--- config.mk ---
export PLATFORM = sky130hd
export DESIGN_NAME = instruction_fetch
export DESIGN_NICKNAME = d
export VERILOG_FILES = /design/src/rtl/instruction_fetch.sv
export SDC_FILE = /design/constraint.sdc
export NUM_CORES = 1
export LEC_CHECK = 0
export ABC_CLOCK_PERIOD_IN_PS = 3350
export CAP_MARGIN = 20
export CORE_AREA = 2 2 147 149
export DETAILED_ROUTE_END_ITERATION = 8
export DIE_AREA = 0 0 149 151
export HOLD_SLACK_MARGIN = 0.08
export PLACE_DENSITY = 0.8
export SETUP_SLACK_MARGIN = 0.05
export SLEW_MARGIN = 20
export SYNTH_ARGS = -nofsm -noshare
export SYNTH_HDL_FRONTEND = slang
export SYNTH_SLANG_ARGS = --single-unit
export TNS_END_PERCENT = 50
--- constraint.sdc ---
create_clock -name clock -period 3.35 [get_ports clock]
set_input_delay 1.005 -clock clock [delete_from_list [all_inputs] [get_ports clock]]
set_output_delay 1.005 -clock clock [all_outputs]
set_load 0.05 [all_outputs]
--- src/rtl/instruction_fetch.sv ---
// instruction_fetch: single-outstanding instruction fetcher with a 2-entry buffer.
// Ports:
//   clock, reset            rising-edge clock, synchronous active-high reset
//   PC                      current program counter from the upstream PC register
//   pc_advance              combinational pulse: PC controller selects PC+4 at next edge
//   flush                   redirect; discards buffered and in-flight fetches
//   mem_req/mem_addr        instruction-memory request and registered address
//   mem_ack/mem_rdata       memory response strobe and instruction word (same cycle)
//   inst_valid/inst_ready   head-of-buffer handshake towards decode
//   inst/inst_pc            head instruction word and its address
//   align_fault             high while parked on a misaligned PC
module instruction_fetch (
  input  logic        clock,
  input  logic        reset,
  input  logic [63:0] PC,
  output logic        pc_advance,
  input  logic        flush,
  output logic        mem_req,
  output logic [63:0] mem_addr,
  input  logic        mem_ack,
  input  logic [31:0] mem_rdata,
  output logic        inst_valid,
  input  logic        inst_ready,
  output logic [31:0] inst,
  output logic [63:0] inst_pc,
  output logic        align_fault
);

  localparam int unsigned XLEN  = 64;
  localparam int unsigned ILEN  = 32;
  localparam int unsigned CNT_W = 2;

  typedef struct packed {
    logic [XLEN-1:0] pc;
    logic [ILEN-1:0] word;
  } entry_t;

  typedef enum logic [1:0] {
    S_IDLE  = 2'd0,
    S_REQ   = 2'd1,
    S_DRAIN = 2'd2,
    S_FAULT = 2'd3
  } state_t;

  state_t          r_state;
  state_t          w_next_state;
  logic [XLEN-1:0] r_mem_addr;
  logic [CNT_W-1:0] r_count;
  logic            r_valid;
  entry_t          r_head;
  entry_t          r_tail;
  entry_t          w_new;
  logic            w_has_room;
  logic            w_start;
  logic            w_push;
  logic            w_pop;

  assign w_has_room = (r_count < CNT_W'(2));
  assign w_start    = (r_state == S_IDLE) && !flush && w_has_room && (PC[1:0] == 2'b00);
  assign w_pop      = r_valid && inst_ready;
  assign w_new      = '{pc: r_mem_addr, word: mem_rdata};

  // State register
  always_ff @(posedge clock) begin
    if (reset) r_state <= S_IDLE;
    else       r_state <= w_next_state;
  end

  // Next-state logic; an ack always ends the outstanding transaction
  always_comb begin
    w_next_state = r_state;
    case (r_state)
      S_IDLE: begin
        if (!flush && w_has_room)
          w_next_state = (PC[1:0] == 2'b00) ? S_REQ : S_FAULT;
      end
      S_REQ: begin
        if (mem_ack)    w_next_state = S_IDLE;
        else if (flush) w_next_state = S_DRAIN;
      end
      S_DRAIN: begin
        if (mem_ack) w_next_state = S_IDLE;
      end
      S_FAULT: begin
        if (flush) w_next_state = S_IDLE;
      end
      default: w_next_state = S_IDLE;
    endcase
  end

  // Output decode; pc_advance is the same-cycle push strobe
  always_comb begin
    mem_req     = 1'b0;
    align_fault = 1'b0;
    w_push      = 1'b0;
    case (r_state)
      S_REQ:   begin
        mem_req = 1'b1;
        w_push  = mem_ack && !flush && !reset;
      end
      S_DRAIN: mem_req = 1'b1;
      S_FAULT: align_fault = 1'b1;
      default: ;
    endcase
    pc_advance = w_push;
  end

  // Request address, captured when leaving IDLE towards REQ
  always_ff @(posedge clock) begin
    if (reset)        r_mem_addr <= '0;
    else if (w_start) r_mem_addr <= PC;
  end

  // Two-entry buffer: head register feeds decode, tail holds the second entry
  always_ff @(posedge clock) begin
    if (reset) begin
      r_count <= '0;
      r_valid <= 1'b0;
      r_head  <= '0;
      r_tail  <= '0;
    end else if (flush) begin
      r_count <= '0;
      r_valid <= 1'b0;
    end else begin
      case ({w_push, w_pop})
        2'b10: begin
          if (r_count == CNT_W'(0)) r_head <= w_new;
          else                      r_tail <= w_new;
          r_count <= r_count + CNT_W'(1);
          r_valid <= 1'b1;
        end
        2'b01: begin
          r_head  <= r_tail;
          r_count <= r_count - CNT_W'(1);
          r_valid <= (r_count == CNT_W'(2));
        end
        2'b11: begin
          // Count unchanged; the new entry lands behind whatever remains
          if (r_count == CNT_W'(2)) begin
            r_head <= r_tail;
            r_tail <= w_new;
          end else begin
            r_head <= w_new;
          end
        end
        default: ;
      endcase
    end
  end

  // A push into a full buffer would mean REQ was entered without room
  always_ff @(posedge clock) begin
    if (!reset && w_push) assert (r_count < CNT_W'(2));
  end

  assign mem_addr   = r_mem_addr;
  assign inst_valid = r_valid;
  assign inst       = r_head.word;
  assign inst_pc    = r_head.pc;

endmodule

==> impl.org, run 1 <==
** Run status
- Run status :: complete, no violations

** Layout
- Final net count :: 1,596
- Count of placed standard cells in the final layout, fillers left out :: 1,781
- Final design utilization :: 0.669
- Of the cells placed in the final design, the portion with a size suffix greater than 1 is 0.0637.
- Leaving out fill and tap cells, the most frequent cells in the layout are 508 x sky130_fd_sc_hd__nand2_1, 262 x sky130_fd_sc_hd__clkdlybuf4s50_1, 261 x sky130_fd_sc_hd__dfxtp_1.
- Synth-to-layout area growth :: 37.7%
- Most frequent standard cell in the layout excluding fill and tap cells :: sky130_fd_sc_hd__nand2_1
- Count of inserted antenna diode cells :: 0

** Route
- Post-detailed-route count of antenna-violating nets :: 0
- Vias per cell :: 5.26
- The routed layout has 9,364 vias.
- Detail-routed net length per standard cell :: 15.3 microns
- Post-route DRC violation count :: 0
- After the first detailed-routing iteration, the DRC count stood at 494.
- Total wire length :: 27,200 microns
- The first TritonRoute pass finished after 5 iterations.

** Setup path
- R2R Path Start :: r_state[1]
- Minimum setup slack among reg-to-reg paths :: 780 ps
- For this design, the slowest cell found on the critical path is sky130_fd_sc_hd__clkdlybuf4s50_1.
- Together, buffers and inverters on the worst path number 2.
- Startpoint type of the worst setup path :: flop
- The critical path starts at r_state[0].
- On the worst path, the slowest cell contributes a delay of 800 ps.
- Of all nets on the critical path, the largest fanout is 4.
- Arrival @ worst endpoint :: 2110 ps
- In this run the number of cells on the critical path is 3.
- The worst register-to-register path ends at inst[0].
- Element type at the critical path end :: output pin
- The worst register-to-register path has a depth of 9.
- Critical path type :: flop to output pin
- Among cell families on the critical path, the largest total delay comes from buffers and inverters.
- CP cell instances :: inv_1, ha_1, clkdlybuf4s50_1
- WP data required :: 2340 ps

** CTS
- The root buffer cell chosen for the clock tree is sky130_fd_sc_hd__clkbuf_16.
- The clock reaches the later pin of the worst-skew pair after 530 ps.
- TritonCTS built the clock tree.
- The clock drives 261 sinks.
- Clock edge transition at the registers on the reported setup and hold paths :: 60 ps
- Total of cells resized after clock tree synthesis :: 0
- Post-CTS Setup Bufs :: 0
- Clock H-tree levels :: 1
- In this run, post-CTS hold repair placed 0 buffers.
- In this run the deepest clock path goes through 3 buffers.
- Clock tree synthesis inserted a total of 27 buffers.

** Synthesis
- Share of flip-flops with an asynchronous set or reset :: 0
- Number of synthesis warnings :: 0
- The share of the Yosys chip area taken by registers is 0.517.
- The cell area that synthesis handed to floorplanning was 10,100 sq um.
- Post-synthesis register bit count :: 261
- Synthesized area per cell :: 7.90 sq um
- Number of distinct library cells after synthesis :: 32
- The number of nets handed over by synthesis was 1,390.
- In the synthesized netlist the dominant register cell turns out to be sky130_fd_sc_hd__dfxtp_1.
- In the synthesized netlist, the number of instances is 1,280.
- Count of flip-flops with a built-in enable after synthesis :: 0

** Floorplanning
- Number of I/O pins :: 265
- From bottom edge to top edge, the die measures 151 microns.
- The floorplan step defined a die boundary enclosing 22,500 sq um.
- Overall die width :: 149 microns
- After floorplanning, the core was sized to cover 20,800 sq um.
- Initial core utilization :: 0.486
- Cell row count :: 53

** Pwr
- Leakage :: 4.45 nW
- Of the total power, the share spent switching nets is 0.268.
- The internal portion of the total power is 5.56 mW.
- The share of total power dissipated in sequential elements is 0.435.
- Of the total power, the clock network draws 0.411.
- In this run the power density over the cells is 545 nW/um^2.
- Across the VDD grid, the largest voltage drop is 0.371 mV.
- The share of total power dissipated in combinational logic is 0.154.
- Net load switching power :: 2.03 mW

** Hold path
- Cell count of the worst hold path :: 2
- The startpoint identified for the worst hold timing path is r_tail[87].
- Hold Path End :: r_tail[87]
- The min-delay analysis places its worst path in the category flop to flop.

** Place
- Pre-CTS setup slack :: -35.2 ps
- Detailed placement finished with a half-perimeter wire length of 16,700 microns.
- Final RePlAce weighted congestion :: 0.775
- Port bufs :: 264
- In this run, placement finished with an instance count of 1,732.

** Global routing
- In the global route stage, met3 resource usage came out at 0.0569.
- For this run the aggregate overflow at the end of global routing stands at 0.
- The number of antenna violations at the first check in global routing is 1.
- In this run the most used layer during global routing was met2.
- In the global route stage, met1 resource usage came out at 0.278.
- Gr usage total :: 0.235
- Wire length of the first global-routing pass :: 43,600 microns
- Entering global routing, the biggest net connects 187 pins.
- Number of global-route vias before repair :: 8,844
- For this run, global-route usage on met2 was measured as 0.415.

** Timing
- For the final routed database, the setup TNS stands at 0 ps.
- Final number of setup-violating endpoints :: 0
- Static timing analysis puts the maximum clock frequency at 321 MHz.
- Of the available clock period, the critical path in the final layout requires 0.929.
- Clock tree skew after final layout :: 17.4 ps
- The final hold violation count was 0.
- The routed design could run at a clock period as short as 3110 ps.
- Hold Worst Slack :: 453 ps
- Max Slew Vio Count :: 0
- Setup repair after global routing left no endpoint under its margin.
- Measured against its own limit, the worst slew margin works out to 0.422.
- At the pin with the least slew margin, the transition time is 867 ps.
- Once routing completed, OpenROAD measured the worst setup slack at 239 ps.

** Flow run
- Max-capacitance violation count :: 0
==> power by group through the flow <==
stage / clock (mW) / sequential (mW) / combinational [mW]
after global routing: 3.33 / 3.32 / 1.25
after CTS: 3.18 / 3.30 / 1.17
after detailed placement: 0 / 3.37 / 1.16
after floorplan: 0 / 3.69 / 0.399
final: 3.12 / 3.30 / 1.17
after global placement: 0 / 3.37 / 1.15
==> layer usage <==
metal / wire length, microns / part of all wire / up-vias
li1: - / - / 4674
met5: 13 / 0.00048 / -
met2: 13500 / 0.50 / 273
met3: 2080 / 0.076 / 53
met4: 839 / 0.031 / 2
met1: 10700 / 0.39 / 4362
==> worst max path at each step <==
stage,endpoint,slack (ps)
2_1_floorplan,r_tail[55],50
3_3_place_gp,inst_pc[29],120
3_5_place_dp,inst_pc[63],-40
4_1_cts,mem_req,220
5_1_grt,mem_req,160
6_report,mem_req,240
==> area by class of cell <==
cell class	instances	area, sq um
timing repair buffer	283	2960
fill	1748	6900
tap	275	344
multi-input combinational	906	4420
clock inverter	12	166
sequential	261	5230
inverter	7	30.0
clock buffer	37	773
==> synthesized netlist by cell type, types with 2 or more instances <==
cell type / n / area (sq um)
sky130_fd_sc_hd__nand2_1: 508 / 1910
sky130_fd_sc_hd__dfxtp_1: 261 / 5230
sky130_fd_sc_hd__a21oi_1: 163 / 816
sky130_fd_sc_hd__nor2_1: 101 / 379
sky130_fd_sc_hd__a311oi_1: 76 / 666
sky130_fd_sc_hd__clkbuf_1: 67 / 251
sky130_fd_sc_hd__buf_2: 26 / 130
sky130_fd_sc_hd__a311oi_2: 20 / 300
sky130_fd_sc_hd__buf_4: 10 / 75.1
sky130_fd_sc_hd__ha_1: 9 / 113
sky130_fd_sc_hd__inv_1: 7 / 26.3
sky130_fd_sc_hd__o21ai_0: 5 / 25.0
sky130_fd_sc_hd__nor3_1: 3 / 15.0
sky130_fd_sc_hd__buf_1: 2 / 7.51
sky130_fd_sc_hd__nand2b_1: 2 / 12.5
sky130_fd_sc_hd__nand3_1: 2 / 10.0
sky130_fd_sc_hd__nor3b_1: 2 / 15.0
sky130_fd_sc_hd__xnor2_1: 2 / 17.5
==> logic make-up (layout without fill, tap and decap cells) <==
group,after synthesis,count (layout),share of synthesized area
flops,261,261,0.517
compound gates,270,270,0.184
xor+xnor,3,3,0.00260
simple gates,624,624,0.236
buf+inv,113,339,0.0496
fa+ha+maj,9,9,0.0111
==> worst reg2reg max path: stages, from the launching register on <==
cell                         delay [ps]
sky130_fd_sc_hd__dfxtp_1            380
sky130_fd_sc_hd__inv_1              100
sky130_fd_sc_hd__ha_1               200
sky130_fd_sc_hd__nand3_1            210
sky130_fd_sc_hd__clkinvlp_4         190
sky130_fd_sc_hd__ha_1               290
sky130_fd_sc_hd__a211oi_4           290
sky130_fd_sc_hd__buf_12             360
sky130_fd_sc_hd__nor2_1             130
sky130_fd_sc_hd__a311oi_1           310
==> per-stage QoR <==
stage / total power [mW] / area [sq um]
2_1_floorplan: 4.09 / 10100
3_3_place_gp: 4.51 / 13000
3_5_place_dp: 4.53 / 13000
4_1_cts: 7.65 / 13900
5_1_grt: 7.89 / 13900
6_report: 7.59 / 13900
==> sequential cells by signal, indices dropped and copies added, names as in the netlist <==
| name | cells |
|---|---|
| inst | 32 |
| r_count | 2 |
| inst_pc | 64 |
| r_state | 2 |
| r_tail | 96 |
| inst_valid | 1 |
| mem_addr | 64 |
(Power assumes the default switching activity.)
==> inputs of run 2 (changes only) <==
==> constraint.sdc (replaced) <==
create_clock -name clock -period 3.35 [get_ports clock]
set_input_delay 0.335 -clock clock [delete_from_list [all_inputs] [get_ports clock]]
set_output_delay 0.335 -clock clock [all_outputs]
set_load 0.05 [all_outputs]
==> run 2 against run 1 <==
Against the previous run:
- fmax is 21% higher
- clock-buffer cell count is the same
- non-clock buffer count grew 3
- clock skew down 9.6 ps
- global-route usage decreased by 0.40 points
- cell area fell by 0.71%
- wire length decreased by 0.50%
==> impl.org, run 2 (synthesis gave the netlist of run 1 again) <==
** Run status
- Run status: complete, no violations (unchanged).

** Place
- HPWL after DPL :: 17,000 microns (was 16,700 microns)
- The total of buffers placed on input and output ports is 264 (unchanged).
- Final RePlAce weighted congestion :: 0.775 (about the same)

** Layout
- Count of inserted antenna diode cells :: 0 (unchanged)
- Number of flip-flops in the largest register :: 96 (unchanged)
- The final cell utilization of the core came to 0.664 (was 0.669).
- The share of final-layout standard cells stronger than drive strength 1 came to 0.0624 (was 0.0637).
- The number of fillers in the final layout came to 1,720 (was 1,748).
- Final net count :: 1,598 (was 1,596)
- Commonest non-fill, non-tap cells in the layout :: 508 x sky130_fd_sc_hd__nand2_1, 263 x sky130_fd_sc_hd__clkdlybuf4s50_1, 261 x sky130_fd_sc_hd__dfxtp_1 (was 508 x sky130_fd_sc_hd__nand2_1, 262 x sky130_fd_sc_hd__clkdlybuf4s50_1, 261 x sky130_fd_sc_hd__dfxtp_1)
- Register with the most flip-flops :: r_tail (unchanged)
- Most frequent standard cell in the layout excluding fill and tap cells :: sky130_fd_sc_hd__nand2_1 (unchanged)
- Synth-to-layout area growth :: 36.7% (was 37.7%)

** CTS
- The cell at the root of the clock tree is sky130_fd_sc_hd__clkbuf_16 (unchanged).
- The CTS tree is done (unchanged).
- Post-CTS Setup Bufs :: 0 (unchanged)
- The CTS sink count came to 261 (unchanged).
- The number of buffers created by CTS was 26 (was 27).
- The largest buffer count on any clock path is 3 (unchanged).
- The deepest level of the CTS H-tree came to 1 (unchanged).
- Post-CTS Hold Buffers :: 0 (unchanged)
- The clock-pin slew reported for the worst setup and hold paths after clock tree synthesis was 70 ps (was 60 ps).
- The clock latency of the later-clocked register in the worst-skew pair is 520 ps (was 530 ps).
- Total of cells resized after clock tree synthesis :: 0 (unchanged)

** Setup path
- The highest net fanout along the worst path was 20 (was 4).
- The worst stage delay on the critical path came to 560 ps (was 800 ps).
- The critical setup path kind is flop to flop (was flop to output pin).
- The data required time of the critical path is 3760 ps (was 2340 ps).
- Arrival @ worst endpoint :: 2980 ps (was 2110 ps)
- Worst path slowest cell :: sky130_fd_sc_hd__a211oi_4 (was sky130_fd_sc_hd__clkdlybuf4s50_1)
- The endpoint type of the worst setup path was a flop (was output pin).
- The startpoint of the worst setup timing path is r_state[1] (was r_state[0]).
- Startpoint type of the worst setup path :: flop (unchanged)
- CP cell instances :: inv_1, ha_1, nand3_1, inv_1, ha_1, a211oi_4, buf_4, nor2_1, a311oi_1 (was inv_1, ha_1, clkdlybuf4s50_1)
- R2R Path Start :: r_state[1] (unchanged)

** Timing
- Measured slew at the worst slew-check pin :: 1080 ps (was 867 ps)
- RSZ-0062 raised after global routing :: no (unchanged)
- Time the final worst path needs with I/O delays and setup :: 2570 ps (was 3110 ps)
- The highest clock frequency the design can meet was 389 MHz (was 321 MHz).
- The setup total negative slack was 0 ps (unchanged).
- Max Slew Vio Count :: 0 (unchanged)
- Final worst path period share :: 0.768 (was 0.929)
- Final-report hold violation count :: 0 (unchanged)
- Slew margin rel. :: 0.277 (was 0.422)
- Clock tree skew after final layout :: 7.77 ps (was 17.4 ps)
- Final number of setup-violating endpoints :: 0 (unchanged)

** Flow run
- Max-capacitance violation count :: 0 (unchanged)

** Route
- Vias per cell :: 5.23 (was 5.26)
- Detail-routed net length per standard cell :: 15.2 microns (was 15.3 microns)
- The number of remaining DRC errors was 0 (unchanged).
- The iteration count of the initial detailed-routing pass is 5 (unchanged).
- Via count :: 9,319 (was 9,364)
- Total wire length :: 27,100 microns (was 27,200 microns)
- The number of DRC markers in iteration 0 came to 566 (was 494).
- The count of nets left with antenna violations after detail routing is 0 (unchanged).

** Floorplanning
- The I/O pin total was 265 (unchanged).
- The core box area was 20,800 sq um (unchanged).
- Initial core utilization :: 0.486 (unchanged)
- The die span in y is 151 microns (unchanged).
- Cell row count :: 53 (unchanged)
- Die Footprint :: 22,500 sq um (unchanged)
- Overall die width :: 149 microns (unchanged)

** Global routing
- Number of antenna violations at the first check in global routing :: 0 (was 1)
- Grt ovf :: 0 (unchanged)
- The pin count of the biggest net entering global routing came to 107 (was 187).
- The global-route wire length before repair is 43,100 microns (was 43,600 microns).
- The overall routing resource usage came to 0.231 (was 0.235).
- The number of global-route vias before repair was 8,655 (was 8,844).

** Hold path
- Hold_sp :: PC[17] (was r_tail[87])
- The class of the worst hold path is input port to flop (was flop to flop).

** Pwr
- The static leakage power is 4.42 nW (was 4.45 nW).
- Worst vdd ir :: 0.358 mV (was 0.371 mV)
- Power Total :: 7.35 mW (was 7.59 mW)
- Power density over cell area :: 532 nW/um^2 (was 545 nW/um^2)
## run 2: path summary, 6_finish.rpt
path	cells after the start	slack, ps	end
worst min-delay path	3	360	mem_addr[17]
worst min register to register	2	450	r_tail[59]
worst max register to register	9	780	inst_pc[10]
worst max-delay path	9	780	inst_pc[10]
## run 2: stage by stage
step	instance area [sq um]	std cells	hold WS (ps)	worst slack [ps]
after floorplan	10100	1280	437	605
after global placement	13000	1735	441	705
after detailed placement	13000	1735	447	613
after CTS	13800	1781	339	751
after global routing	13800	1781	357	504
final	13800	1781	359	778
## run 2: final cells by class
type	count	area, sq um	area share
tap	275	344	0.0249
inverter	7	26.3	0.00190
clock inverter	9	76.3	0.00552
multi-input combinational	906	4420	0.320
clock buffer	37	783	0.0567
sequential	261	5230	0.378
timing repair buffer	286	2950	0.213
## run 2: per-layer routing
metal,vias to the layer above,part of all wire,global-route usage
met1,4330,0.41,0.279
met2,277,0.50,0.410
met5,-,0,0
met3,44,0.070,0.0521
met4,0,0.023,0.0705
li1,4668,-,-
## run 2: worst max-delay path: cells and delay by family (launching register included)
family	cells	cell delay, ps
AND/OR/NAND/NOR	2	230
buffers and inverters	3	550
flip-flops	1	370
AO/OA/AOI/OAI	2	850
adder cells (fa/ha/maj)	2	470
## run 2: power breakdown
| part | switching [mW] | internal, mW |
|---|---|---|
| clock | 1.19 | 1.70 |
| sequential | 0.0880 | 3.21 |
| combinational | 0.736 | 0.424 |
| total | 2.01 | 5.33 |
==> inputs of run 3 (changes only) <==
--- a/config.mk
+++ b/config.mk
@@ -5,13 +5,13 @@
 export SDC_FILE = /design/constraint.sdc
 export NUM_CORES = 1
 export LEC_CHECK = 0
-export ABC_CLOCK_PERIOD_IN_PS = 3350
+export ABC_CLOCK_PERIOD_IN_PS = 2250
 export CAP_MARGIN = 20
-export CORE_AREA = 2 2 147 149
+export CORE_AREA = 2 2 155 157
 export DETAILED_ROUTE_END_ITERATION = 8
-export DIE_AREA = 0 0 149 151
+export DIE_AREA = 0 0 157 159
 export HOLD_SLACK_MARGIN = 0.08
-export PLACE_DENSITY = 0.8
+export PLACE_DENSITY = 0.76
 export SETUP_SLACK_MARGIN = 0.05
 export SLEW_MARGIN = 20
 export SYNTH_ARGS = -nofsm -noshare
==> constraint.sdc (replaced) <==
create_clock -name clock -period 2.25 [get_ports clock]
set_input_delay 0.225 -clock clock [delete_from_list [all_inputs] [get_ports clock]]
set_output_delay 0.225 -clock clock [all_outputs]
set_load 0.05 [all_outputs]
==> run 3 against run 2 <==
Against the previous run:
- setup slack worse by 730 ps
- worst hold slack worse by 110 ps
- clock skew is 2.1 ps higher
- critical path type unchanged
- sequential share of layout area is 2.4 points lower
- fmax is 17% higher
- combinational power is 57% higher
- cell area is 6.8% higher
- clock-buffer cell count is 3 lower
- largest power group unchanged
==> impl.org, run 3 (synthesis gave the netlist of run 1 again) <==
** Run status
- Run status :: complete, no violations (unchanged)

** Layout
- Most frequent standard cell in the layout excluding fill and tap cells :: sky130_fd_sc_hd__nand2_1 (unchanged)
- Fraction of layout instances using a drive strength above 1 :: 0.104 (was 0.0624)
- Commonest non-fill, non-tap cells in the layout: 508 x sky130_fd_sc_hd__nand2_1, 261 x sky130_fd_sc_hd__clkdlybuf4s50_1, 260 x sky130_fd_sc_hd__dfxtp_1 (was 508 x sky130_fd_sc_hd__nand2_1, 263 x sky130_fd_sc_hd__clkdlybuf4s50_1, 261 x sky130_fd_sc_hd__dfxtp_1).
- The cell area after layout was 14,800 sq um (was 13,800 sq um).
- The area growth from synthesis to layout was 46.0% (was 36.7%).
- The flip-flop count of the largest register after layout came to 96 (unchanged).
- The register with the most flip-flops is r_tail (unchanged).
- Total area of multi-input combinational cells :: 4520 sq um (was 4420 sq um)
- The number of fillers in the final layout came to 1,962 (was 1,720).
- Count of placed standard cells in the final layout, fillers left out :: 1,879 (was 1,781)
- Final net count :: 1,651 (was 1,598)
- The sequential standard cell area was 5230 sq um (about the same).
- The number of diodes is 0 (unchanged).

** Global routing
- Number of global-route vias before repair :: 8,715 (was 8,655)
- The overall routing resource usage came to 0.209 (was 0.231).
- Wire length of the first global-routing pass :: 43,600 microns (was 43,100 microns)
- The number of antenna violations at the first check in global routing was 0 (unchanged).
- Largest net degree at the start of global routing :: 151 (was 107)
- The overall overflow remaining after global route came to 0 (unchanged).

** Floorplanning
- The core box area came to 23,200 sq um (was 20,800 sq um).
- The die span in y is 159 microns (was 151 microns).
- The die extent in x is 157 microns (was 149 microns).
- The I/O pin total was 265 (unchanged).
- Cell row count :: 56 (was 53)
- Initial core utilization :: 0.436 (was 0.486)
- The total die area was 25,000 sq um (was 22,500 sq um).

** Route
- The iteration count of the initial detailed-routing pass came to 7 (was 5).
- Uppermost metal layer occupied by signal nets :: met4 (unchanged)
- The routed wire length was 29,300 microns (was 27,100 microns).
- The number of remaining DRC errors came to 0 (unchanged).
- The number of DRC markers in iteration 0 was 650 (was 566).
- Via count :: 9,735 (was 9,319)
- Wire length the detailed router placed on met1 :: 12,100 microns (was 11,000 microns)
- The routed via count divided by cell count is 5.18 (was 5.23).
- Detail-routed net length per standard cell :: 15.6 microns (was 15.2 microns)
- The total met2 wirelength after detailed routing was 14,300 microns (was 13,600 microns).
- The count of nets left with antenna violations after detail routing was 0 (unchanged).
- The total met3 wirelength after detailed routing is 2370 microns (was 1900 microns).

** Setup path
- The count of cells along the worst register-to-register path is 12 (was 9).
- The endpoint of the worst-slack reg-to-reg timing path is r_tail[7] (was inst_pc[10]).
- The launching element type of the critical path is a flop (unchanged).
- Arrival @ worst endpoint :: 2640 ps (was 2980 ps)
- WP data required :: 2680 ps (was 3760 ps)
- CP cell instances :: inv_2, ha_4, nand3_4, clkinvlp_4, ha_4, buf_4, o211ai_1, buf_4, clkbuf_4, clkbuf_16, nand2_1, a21oi_1 (was inv_1, ha_1, nand3_1, inv_1, ha_1, a211oi_4, buf_4, nor2_1, a311oi_1)
- The register-to-register setup slack is 40 ps (was 780 ps).
- Element type at the critical path end :: flop (unchanged)
- The worst stage delay on the critical path came to 360 ps (was 560 ps).
- Worst-path fanout max :: 7 (was 20)
- The critical setup path kind was flop to flop (unchanged).
- The source of the worst register-to-register timing path is r_state[1] (unchanged).
- Worst path slowest cell :: sky130_fd_sc_hd__dfxtp_2 (was sky130_fd_sc_hd__a211oi_4)

** Pwr
- The clock share of power came to 0.402 (was 0.393).
- The power spent charging and discharging nets came to 3.05 mW (was 2.01 mW).
- The proportion of total power due to net switching came to 0.270 (was 0.274).
- The power density normalized to cell area came to 765 nW/um^2 (was 532 nW/um^2).
- The static leakage power came to 4.83 nW (was 4.42 nW).
- Part of the power in registers :: 0.436 (was 0.449)
- The internal power summed over all cells is 8.23 mW (was 5.33 mW).
- The power after layout came to 11.3 mW (was 7.35 mW).
- The combinational share of power is 0.162 (was 0.158).
- The peak supply drop was 0.551 mV (was 0.358 mV).

** Hold path
- Hold_sp :: PC[29] (was PC[17])
- Min-Delay Path Class :: input port to flop (unchanged)
- Hold Path End :: mem_addr[29] (was mem_addr[17])
- The hold path depth is 3 (unchanged).

** CTS
- The CTS tree is done (unchanged).
- The number of buffers created by CTS is 27 (was 26).
- Clock H-tree levels :: 1 (unchanged)
- The largest buffer count on any clock path came to 3 (unchanged).
- The clock-pin slew reported for the worst setup and hold paths after clock tree synthesis is 60 ps (was 70 ps).
- Library cell used as clock root buffer :: sky130_fd_sc_hd__clkbuf_16 (unchanged)
- Sink count of the clock tree :: 261 (unchanged)
- The clock latency of the later-clocked register in the worst-skew pair was 520 ps (about the same).

** Place
- The total of buffers placed on input and output ports is 264 (unchanged).
- The last weighted congestion value of the routability-driven placer was 0.799 (was 0.775).
- Standard cell area after detailed placement :: 13,300 sq um (was 13,000 sq um)
- The placed wire-length estimate is 17,900 microns (was 17,000 microns).
- The post-placement cell count came to 1,802 (was 1,735).

** Timing
- The count of pins over their slew limit came to 0 (unchanged).
- The number of failing setup endpoints in the final timing report is 0 (unchanged).
- Time the final worst path needs with I/O delays and setup :: 2210 ps (was 2570 ps)
- The worst clock skew is 9.89 ps (was 7.77 ps).
- Max frequency :: 453 MHz (was 389 MHz)
- Measured slew at the worst slew-check pin :: 1030 ps (was 1080 ps)
- Final worst path period share :: 0.980 (was 0.768)
- RSZ-0062 raised after global routing :: yes (was no)
- The setup total negative slack is 0 ps (unchanged).
- The final hold violation count came to 0 (unchanged).
- The worst slew slack as a fraction of its limit came to 0.313 (was 0.277).

** Flow run
- The count of max-cap constraint violations is 0 (unchanged).
==> run 3: cell types whose count changed in the layout (fill, tap and decap cells not counted), sizes merged, moves of 2 or more <==
cell	delta
buf	+40
bufinv	+3
clkbuf	+9
clkdlybuf4s50	-2
clkinvlp	+2
==> run 3: how the worst max path moves through the flow <==
stage	start	endpoint	slack, ps	cells after the start
after floorplan	reset	inst_pc[28]	10	12
after global placement	flush	inst_pc[34]	-40	10
after detailed placement	flush	inst[5]	-140	10
after CTS	r_state[1]	inst_pc[54]	10	10
after global routing	r_state[1]	r_tail[7]	-60	12
final	r_state[1]	r_tail[7]	40	12
==> run 3: what timing repair did <==
action,4_1_cts,5_1_grt
cloned,0,15
endpoints found under the hold margin,16,0
setup buffers,0,13
hold buffers,1,0
pin swaps,0,15
endpoints found under the setup margin,10,189
gates resized for setup,1,21
==> run 3: layout make-up <==
| class | count | share of cell area |
|---|---|---|
| clock inverter | 14 | 0.0121 |
| inverter | 7 | 0.00203 |
| clock buffer | 34 | 0.0496 |
| sequential | 261 | 0.354 |
| tap | 319 | 0.0270 |
| timing repair buffer | 338 | 0.249 |
| multi-input combinational | 906 | 0.306 |
==> run 3: stage by stage <==
stage	util	setup slack (ps)	hold slack, ps
after floorplan	-	12.1	361
after global placement	0.575	-39.5	438
after detailed placement	0.575	-137	445
after CTS	0.614	12.3	235
after global routing	0.636	-64.9	241
final	0.636	44.0	253
==> run 3: layer usage <==
metal | GRT usage | up-vias
met2 | 0.360 | 356
li1 | - | 4783
met4 | 0.0392 | 0
met3 | 0.0580 | 46
met5 | 0 | -
met1 | 0.264 | 4550
==> run 3: worst max-delay path: cells and delay by family (launching register included) <==
kind	cells	cell delay (ps)
buf+inv	6	920
fa+ha+maj	2	370
flops	1	360
compound gates	2	330
simple gates	2	160
==> run 3: power by group through the flow <==
| stage | Combinational [mW] | Clock (mW) | Sequential, mW |
|---|---|---|---|
| floorplan | 0.603 | 0 | 5.49 |
| global placement | 1.74 | 0 | 5.02 |
| detailed placement | 1.76 | 0 | 5.02 |
| CTS | 1.76 | 4.62 | 4.92 |
| global route | 1.93 | 4.82 | 4.94 |
| finish | 1.82 | 4.54 | 4.92 |
